## config.mk

```make
export PLATFORM = sky130hd
export DESIGN_NAME = ifetch_unit_flat
export DESIGN_NICKNAME = d
export VERILOG_FILES = /design/src/rtl/ifetch_unit_pkg.sv /design/src/rtl/ifetch_unit_if.sv /design/src/rtl/ifetch_unit.sv /design/src/flat_wrapper.sv
export SDC_FILE = /design/constraint.sdc
export NUM_CORES = 1
export LEC_CHECK = 0
export CAP_MARGIN = 20
export CORE_ASPECT_RATIO = 1.4
export CORE_MARGIN = 2
export CORE_UTILIZATION = 35
export CTS_BUF_LIST = sky130_fd_sc_hd__clkbuf_4 sky130_fd_sc_hd__clkbuf_8
export DETAILED_ROUTE_END_ITERATION = 12
export PLACE_DENSITY_LB_ADDON = 0.1
export SLEW_MARGIN = 20
export SYNTH_ARGS = -nofsm -noshare
export SYNTH_HDL_FRONTEND = slang
export SYNTH_SLANG_ARGS = --single-unit
```

## constraint.sdc

```tcl
create_clock -name clk -period 4.3 [get_ports clk]
set_input_delay 0.86 -clock clk [delete_from_list [all_inputs] [get_ports clk]]
set_output_delay 0.86 -clock clk [all_outputs]
set_load 0.02 [all_outputs]
```

## src/rtl/ifetch_unit_pkg.sv

```systemverilog
// Shared types for the instruction fetch unit: FSM state, reset PC and bus records.
package ifetch_unit_pkg;

    typedef enum logic [1:0] {
        S_REQ  = 2'd0,
        S_WAIT = 2'd1,
        S_HOLD = 2'd2
    } ifetch_state_t;

    localparam logic [31:0] RESET_PC_DEFAULT = 32'hbfc0_0000;
    localparam logic [31:0] PC_STEP          = 32'd4;

    typedef struct packed {
        logic        valid;
        logic [31:0] addr;
    } ibus_req_t;

    typedef struct packed {
        logic        addr_ok;
        logic        data_ok;
        logic [31:0] data;
    } ibus_resp_t;

    // A PC may go on the bus only when it is word aligned.
    function automatic logic word_aligned(input logic [1:0] pc_lsb);
        return (pc_lsb == 2'b00);
    endfunction

endpackage

```

## src/rtl/ifetch_unit_if.sv

```systemverilog
// Instruction bus between the fetch unit (master) and the memory side (slave).
interface ifetch_unit_if;
    logic        ireq_valid;
    logic [31:0] ireq_addr;
    logic        iresp_addr_ok;
    logic        iresp_data_ok;
    logic [31:0] iresp_data;

    modport master (
        output ireq_valid,
        output ireq_addr,
        input  iresp_addr_ok,
        input  iresp_data_ok,
        input  iresp_data
    );

    modport slave (
        input  ireq_valid,
        input  ireq_addr,
        output iresp_addr_ok,
        output iresp_data_ok,
        output iresp_data
    );
endinterface

```

## src/rtl/ifetch_unit.sv

```systemverilog
// Fetch PC owner: one instruction bus transaction in flight, redirects kill stale data,
// fetched word is held until the fetch stage accepts it.
module ifetch_unit
    import ifetch_unit_pkg::*;
#(
    parameter logic [31:0] RESET_PC = RESET_PC_DEFAULT
) (
    input  logic                clk,
    input  logic                resetn,
    ifetch_unit_if.master       ibus,
    input  logic                redirect_valid,
    input  logic [31:0]         redirect_pc,
    input  logic                stall,
    output logic                out_valid,
    output logic [31:0]         out_pc,
    output logic [31:0]         out_instr,
    output logic                out_adel
);

    ifetch_state_t state_q, state_s;
    logic [31:0]   pc_q, pc_s;
    logic [31:0]   redir_q, redir_s;
    logic          kill_q, kill_s;
    logic [31:0]   instr_q, instr_s;
    logic          adel_q, adel_s;
    logic          out_valid_q;
    logic          arrive_s;
    ibus_resp_t    resp_s;
    ibus_req_t     req_s;

    assign resp_s = '{addr_ok: ibus.iresp_addr_ok,
                      data_ok: ibus.iresp_data_ok,
                      data:    ibus.iresp_data};

    // The request is gated by resetn so nothing reaches the bus while the block is in reset.
    assign req_s = '{valid: resetn && (state_q == S_REQ) && word_aligned(pc_q[1:0]),
                     addr:  pc_q};

    assign ibus.ireq_valid = req_s.valid;
    assign ibus.ireq_addr  = req_s.addr;
    assign out_valid       = out_valid_q;
    assign out_pc          = pc_q;
    assign out_instr       = instr_q;
    assign out_adel        = adel_q;

    // Next-state logic: request, wait for data, hold for the fetch stage.
    always_comb begin
        state_s  = state_q;
        pc_s     = pc_q;
        redir_s  = redir_q;
        kill_s   = kill_q;
        instr_s  = instr_q;
        adel_s   = adel_q;
        arrive_s = 1'b0;

        case (state_q)
            S_REQ: begin
                if (!word_aligned(pc_q[1:0])) begin
                    // No bus access was made, so a redirect can simply replace the PC.
                    if (redirect_valid) begin
                        pc_s = redirect_pc;
                    end else begin
                        state_s = S_HOLD;
                        adel_s  = 1'b1;
                        instr_s = 32'h0000_0000;
                    end
                end else if (resp_s.addr_ok && resp_s.data_ok) begin
                    arrive_s = 1'b1;
                end else if (resp_s.addr_ok) begin
                    state_s = S_WAIT;
                    if (redirect_valid) begin
                        redir_s = redirect_pc;
                        kill_s  = 1'b1;
                    end else begin
                        kill_s = kill_q;
                    end
                end else if (redirect_valid) begin
                    // Address must stay stable until accepted; remember the target instead.
                    redir_s = redirect_pc;
                    kill_s  = 1'b1;
                end else begin
                    state_s = S_REQ;
                end
            end
            S_WAIT: begin
                if (resp_s.data_ok) begin
                    arrive_s = 1'b1;
                end else if (redirect_valid) begin
                    redir_s = redirect_pc;
                    kill_s  = 1'b1;
                end else begin
                    state_s = S_WAIT;
                end
            end
            S_HOLD: begin
                if (redirect_valid) begin
                    pc_s    = redirect_pc;
                    state_s = S_REQ;
                end else if (!stall) begin
                    pc_s    = pc_q + PC_STEP;
                    state_s = S_REQ;
                end else begin
                    state_s = S_HOLD;
                end
            end
            default: begin
                state_s = S_REQ;
            end
        endcase

        // Data arrival: a redirect this cycle or an earlier kill both drop the word.
        if (arrive_s) begin
            if (redirect_valid) begin
                pc_s    = redirect_pc;
                kill_s  = 1'b0;
                state_s = S_REQ;
            end else if (kill_q) begin
                pc_s    = redir_q;
                kill_s  = 1'b0;
                state_s = S_REQ;
            end else begin
                instr_s = resp_s.data;
                adel_s  = 1'b0;
                state_s = S_HOLD;
            end
        end else begin
            arrive_s = 1'b0;
        end
    end

    // State and data registers with synchronous active-low reset.
    always_ff @(posedge clk) begin
        if (!resetn) begin
            state_q     <= S_REQ;
            pc_q        <= RESET_PC;
            redir_q     <= RESET_PC;
            kill_q      <= 1'b0;
            instr_q     <= 32'h0000_0000;
            adel_q      <= 1'b0;
            out_valid_q <= 1'b0;
        end else begin
            state_q     <= state_s;
            pc_q        <= pc_s;
            redir_q     <= redir_s;
            kill_q      <= kill_s;
            instr_q     <= instr_s;
            adel_q      <= adel_s;
            out_valid_q <= (state_s == S_HOLD);
        end
    end

endmodule

```

## src/flat_wrapper.sv

```systemverilog
// flat-port wrapper written by rule: the top's interface ports become plain ports
module ifetch_unit_flat import ifetch_unit_pkg::*;
#(
    parameter logic [31:0] RESET_PC = RESET_PC_DEFAULT
)
  (clk, resetn, redirect_valid, redirect_pc, stall, out_valid, out_pc, out_instr, out_adel, ibus_ireq_valid, ibus_ireq_addr, ibus_iresp_addr_ok, ibus_iresp_data_ok, ibus_iresp_data);
  ifetch_unit_if ibus_i ();
  input  logic clk;
  input  logic resetn;
  input  logic redirect_valid;
  input  logic [31:0] redirect_pc;
  input  logic stall;
  output logic out_valid;
  output logic [31:0] out_pc;
  output logic [31:0] out_instr;
  output logic out_adel;
  output wire logic [$bits(ibus_i.ireq_valid)-1:0] ibus_ireq_valid;
  output wire logic [$bits(ibus_i.ireq_addr)-1:0] ibus_ireq_addr;
  input wire logic [$bits(ibus_i.iresp_addr_ok)-1:0] ibus_iresp_addr_ok;
  input wire logic [$bits(ibus_i.iresp_data_ok)-1:0] ibus_iresp_data_ok;
  input wire logic [$bits(ibus_i.iresp_data)-1:0] ibus_iresp_data;
  assign ibus_ireq_valid = ibus_i.ireq_valid;
  assign ibus_ireq_addr = ibus_i.ireq_addr;
  assign ibus_i.iresp_addr_ok = ibus_iresp_addr_ok;
  assign ibus_i.iresp_data_ok = ibus_iresp_data_ok;
  assign ibus_i.iresp_data = ibus_iresp_data;
  ifetch_unit #(.RESET_PC(RESET_PC)) u_core (.clk(clk), .resetn(resetn), .ibus(ibus_i), .redirect_valid(redirect_valid), .redirect_pc(redirect_pc), .stall(stall), .out_valid(out_valid), .out_pc(out_pc), .out_instr(out_instr), .out_adel(out_adel));
endmodule
```

==> results.py <==
metrics = {
    "status": {
        "outcome": "complete, no violations",
    },
    "synthesis": {
        "synth_compound_area_frac": 0.264,
        "ys_warn_count": 0,
        "netlist_area_sq_mm": 0.00519,
        "yosysSeqAreaShare": 0.390,
        "synth-async-reset-ratio": 0,
        "synth_cells": 607,
        "synth-seq-cells": 101,
        "synth_top_family_by_area": "compound AO/OA/AOI/OAI gates",
        "synthMuxAreaShare": 0.00771,
        "synthAdderAreaFrac": 0.00241,
        "synth_xor_area_frac": 0.0371,
        "synth_area_per_cell_sq_um": 8.55,
        "synthFlopType": "dfxtp_1",
        "yosysUniqueCellTypes": 62,
        "synth_edf_count": 0,
        "synth-simple-area-share": 0.206,
        "syn-num-nets": 678,
    },
    "power": {
        "ir_worst_vdd_mv": 0.208,
        "power_density_mw_per_mm2": 466,
        "p_leak_nw": 2.43,
        "total_power_mw": 3.24,
    },
    "critical_path": {
        "critical_path_arrival_ns": 2.23,
        "path_delay_family": "buffers and inverters",
        "cp-start-kind": "input pin",
        "required_ns": 3.44,
        "worstSetupPathDepth": 4,
        "cp_max_fo": 2,
        "worstReg2RegStart": "u_core.state_q[1]",
        "crit_start": "resetn",
        "cp-end-kind": "output pin",
        "path_cells": "clkdlybuf4s50_1 > nand2b_1 > nor2_1 > clkdlybuf4s50_1",
        "cp_num_buf_inv": 2,
        "cpMaxStageDelayCell": "clkdlybuf4s50_1",
        "criticalPathCategory": "in -> out",
        "rr_worst_depth": 5,
        "max_stage_delay_ns": 0.65,
        "cp_common_cell": "clkdlybuf4s50_1",
    },
    "drt": {
        "drc": 0,
        "wl_per_cell_um": 19.0,
        "routed_wl_um": 17300,
        "antenna_left": 0,
        "drtIter0Drc": 304,
        "first_pass_iters": 5,
        "viasPerCell": 5.71,
        "via_count": 5195,
    },
    "timing": {
        "timing.fmax_ghz": 0.323,
        "finalSetupViolCount": 0,
        "maxSlewHeadroom": 0.356,
        "maxSlewViolCount": 0,
        "hold_viol_final": 0,
        "rsz0062_at_grt": "no",
        "fin_crit_sh": 0.719,
        "holdWs_ns": 0.464,
        "period_needed_ns": 3.09,
        "finClkSkew_ns": 0.0112,
        "final.setup.tns_ns": 0,
        "worst_pin_slew_ns": 0.966,
    },
    "global_routing": {
        "track_usage": 0.216,
        "grt_max_degree": 29,
        "grt-ovfl-total": 0,
        "grt_pass1_wl_um": 27100,
        "antenna_found_initial": 0,
        "grt_pass1_vias": 5219,
    },
    "layout": {
        "utilization": 0.479,
        "nets": 788,
        "insertedDiodeCount": 0,
        "drive_gt1_frac": 0.0666,
        "post-route-cell-area_sq_mm": 0.00696,
        "syn_to_final_growth_pct": 34.0,
    },
    "clock_tree": {
        "cts_tree": "yes",
        "cts_resized": 0,
        "numCtsBuffers": 9,
        "insertion_delay_ns": 0.37,
        "clock_path_buffers": 2,
        "root_buffer": "clkbuf_8",
        "path_clk_slew_ns": 0.09,
        "htreeDepth": 3,
        "post_cts_buffers": 0,
        "cts_hold_buf": 0,
        "cts_num_sinks": 101,
    },
    "hold_path": {
        "hold_start": "u_core.redir_q[13]",
        "hold_class": "reg -> reg",
        "whs_path_depth": 2,
    },
    "floorplan": {
        "num_rows": 52,
        "start_util": 0.358,
        "dieArea_sq_mm": 0.0158,
        "fp.coreArea_sq_mm": 0.0145,
        "die_h_um": 148,
        "ios": 169,
        "die_w_um": 107,
    },
    "place": {
        "place_area_sq_mm": 0.00674,
        "gp_congestion": 0.832,
        "portBuffers": 168,
        "dp_hpwl_um": 12300,
    },
    "run": {
        "maxCapViolations": 0,
    },
}
-- cell type report --
type                       count  area [sq um]
inverter                       4          15.0
clock buffer                  11           145
tap                          189           236
multi-input combinational    421          2690
sequential                   101          2020
fill                        1380          7550
timing repair buffer         180          1770
clock inverter                 4          72.6
-- logic make-up (layout without fill, tap and decap cells) --
logic type | Yosys count | count (layout)
multiplexers | 4 | 4
buffers and inverters | 85 | 199
AO/OA/AOI/OAI | 187 | 187
adder cells (fa/ha/maj) | 1 | 1
AND/OR/NAND/NOR | 207 | 207
XOR/XNOR | 22 | 22
flip-flops | 101 | 101
-- cell usage in the layout (no fill, tap or decap), types with 11 or more instances in the layout --
| cell type | instances |
|---|---|
| a21oi_1 | 35 |
| a22o_1 | 34 |
| a22oi_1 | 32 |
| buf_4 | 12 |
| clkdlybuf4s50_1 | 168 |
| dfxtp_1 | 101 |
| nand2_1 | 89 |
| nand3_1 | 24 |
| nand4_1 | 11 |
| nor2_1 | 20 |
| o21ai_0 | 19 |
| o22ai_1 | 11 |
| xnor2_1 | 12 |
-- worst register-to-register path: stages, from the launching register on --
cell     delay, ns
dfxtp_1       0.70
and2b_1       0.30
o21ai_2       0.18
or3_1         0.35
and3_1        0.86
a22o_1        0.26
-- where the power goes --
part	switching (mW)	leakage, nW	internal, mW
logic	0.673	1.49	0.602
registers	0.221	0.826	1.08
clock network	0.326	0.109	0.346
total	1.22	2.43	2.02
-- path summary, 6_finish.rpt --
kind	slack, ns	to
worst max-delay path	1.21	ibus_ireq_valid
worst min-delay path	0.46	u_core.redir_q[13]
worst max register to register	1.60	u_core.out_instr[9]
worst min register to register	0.46	u_core.redir_q[13]
-- sequential cells by signal, summed over array words and instances, names as in the netlist --
| name | flops |
|---|---|
| u_core.out_valid | 1 |
| u_core.out_instr | 32 |
| u_core.state_q | 2 |
| u_core.redir_q | 32 |
| u_core.kill_q | 1 |
| u_core.out_adel | 1 |
| u_core.ibus.ireq_addr | 32 |
-- metrics by stage --
stage	setup WS [ns]	std cells
floorplan	1.93	607
global placement	0.951	895
detailed placement	0.867	895
CTS	1.21	910
global route	1.02	910
finish	1.21	910
-- layer usage --
layer / track usage / vias to the layer above / routed length, um
met5: 0 / - / 0
met4: 0.0922 / 0 / 398
met3: 0.0390 / 29 / 1100
met2: 0.379 / 231 / 8670
met1: 0.255 / 2482 / 7140
li1: - / 2453 / -
-- Yosys cell counts (7+ instances only) --
library cell	n	area, sq um
dfxtp_1	101	2020
nand2_1	89	334
a21oi_1	35	175
a22o_1	34	298
clkbuf_1	34	128
a22oi_1	32	240
buf_4	32	240
nand3_1	24	120
nor2_1	20	75.1
o21ai_0	19	95.1
xnor2_1	12	105
nand4_1	11	68.8
nor3_1	11	55.1
o22ai_1	11	68.8
xor2_1	10	87.6
a222oi_1	9	90.1
buf_2	7	35.0
Power figures use the tool's default switching activity.
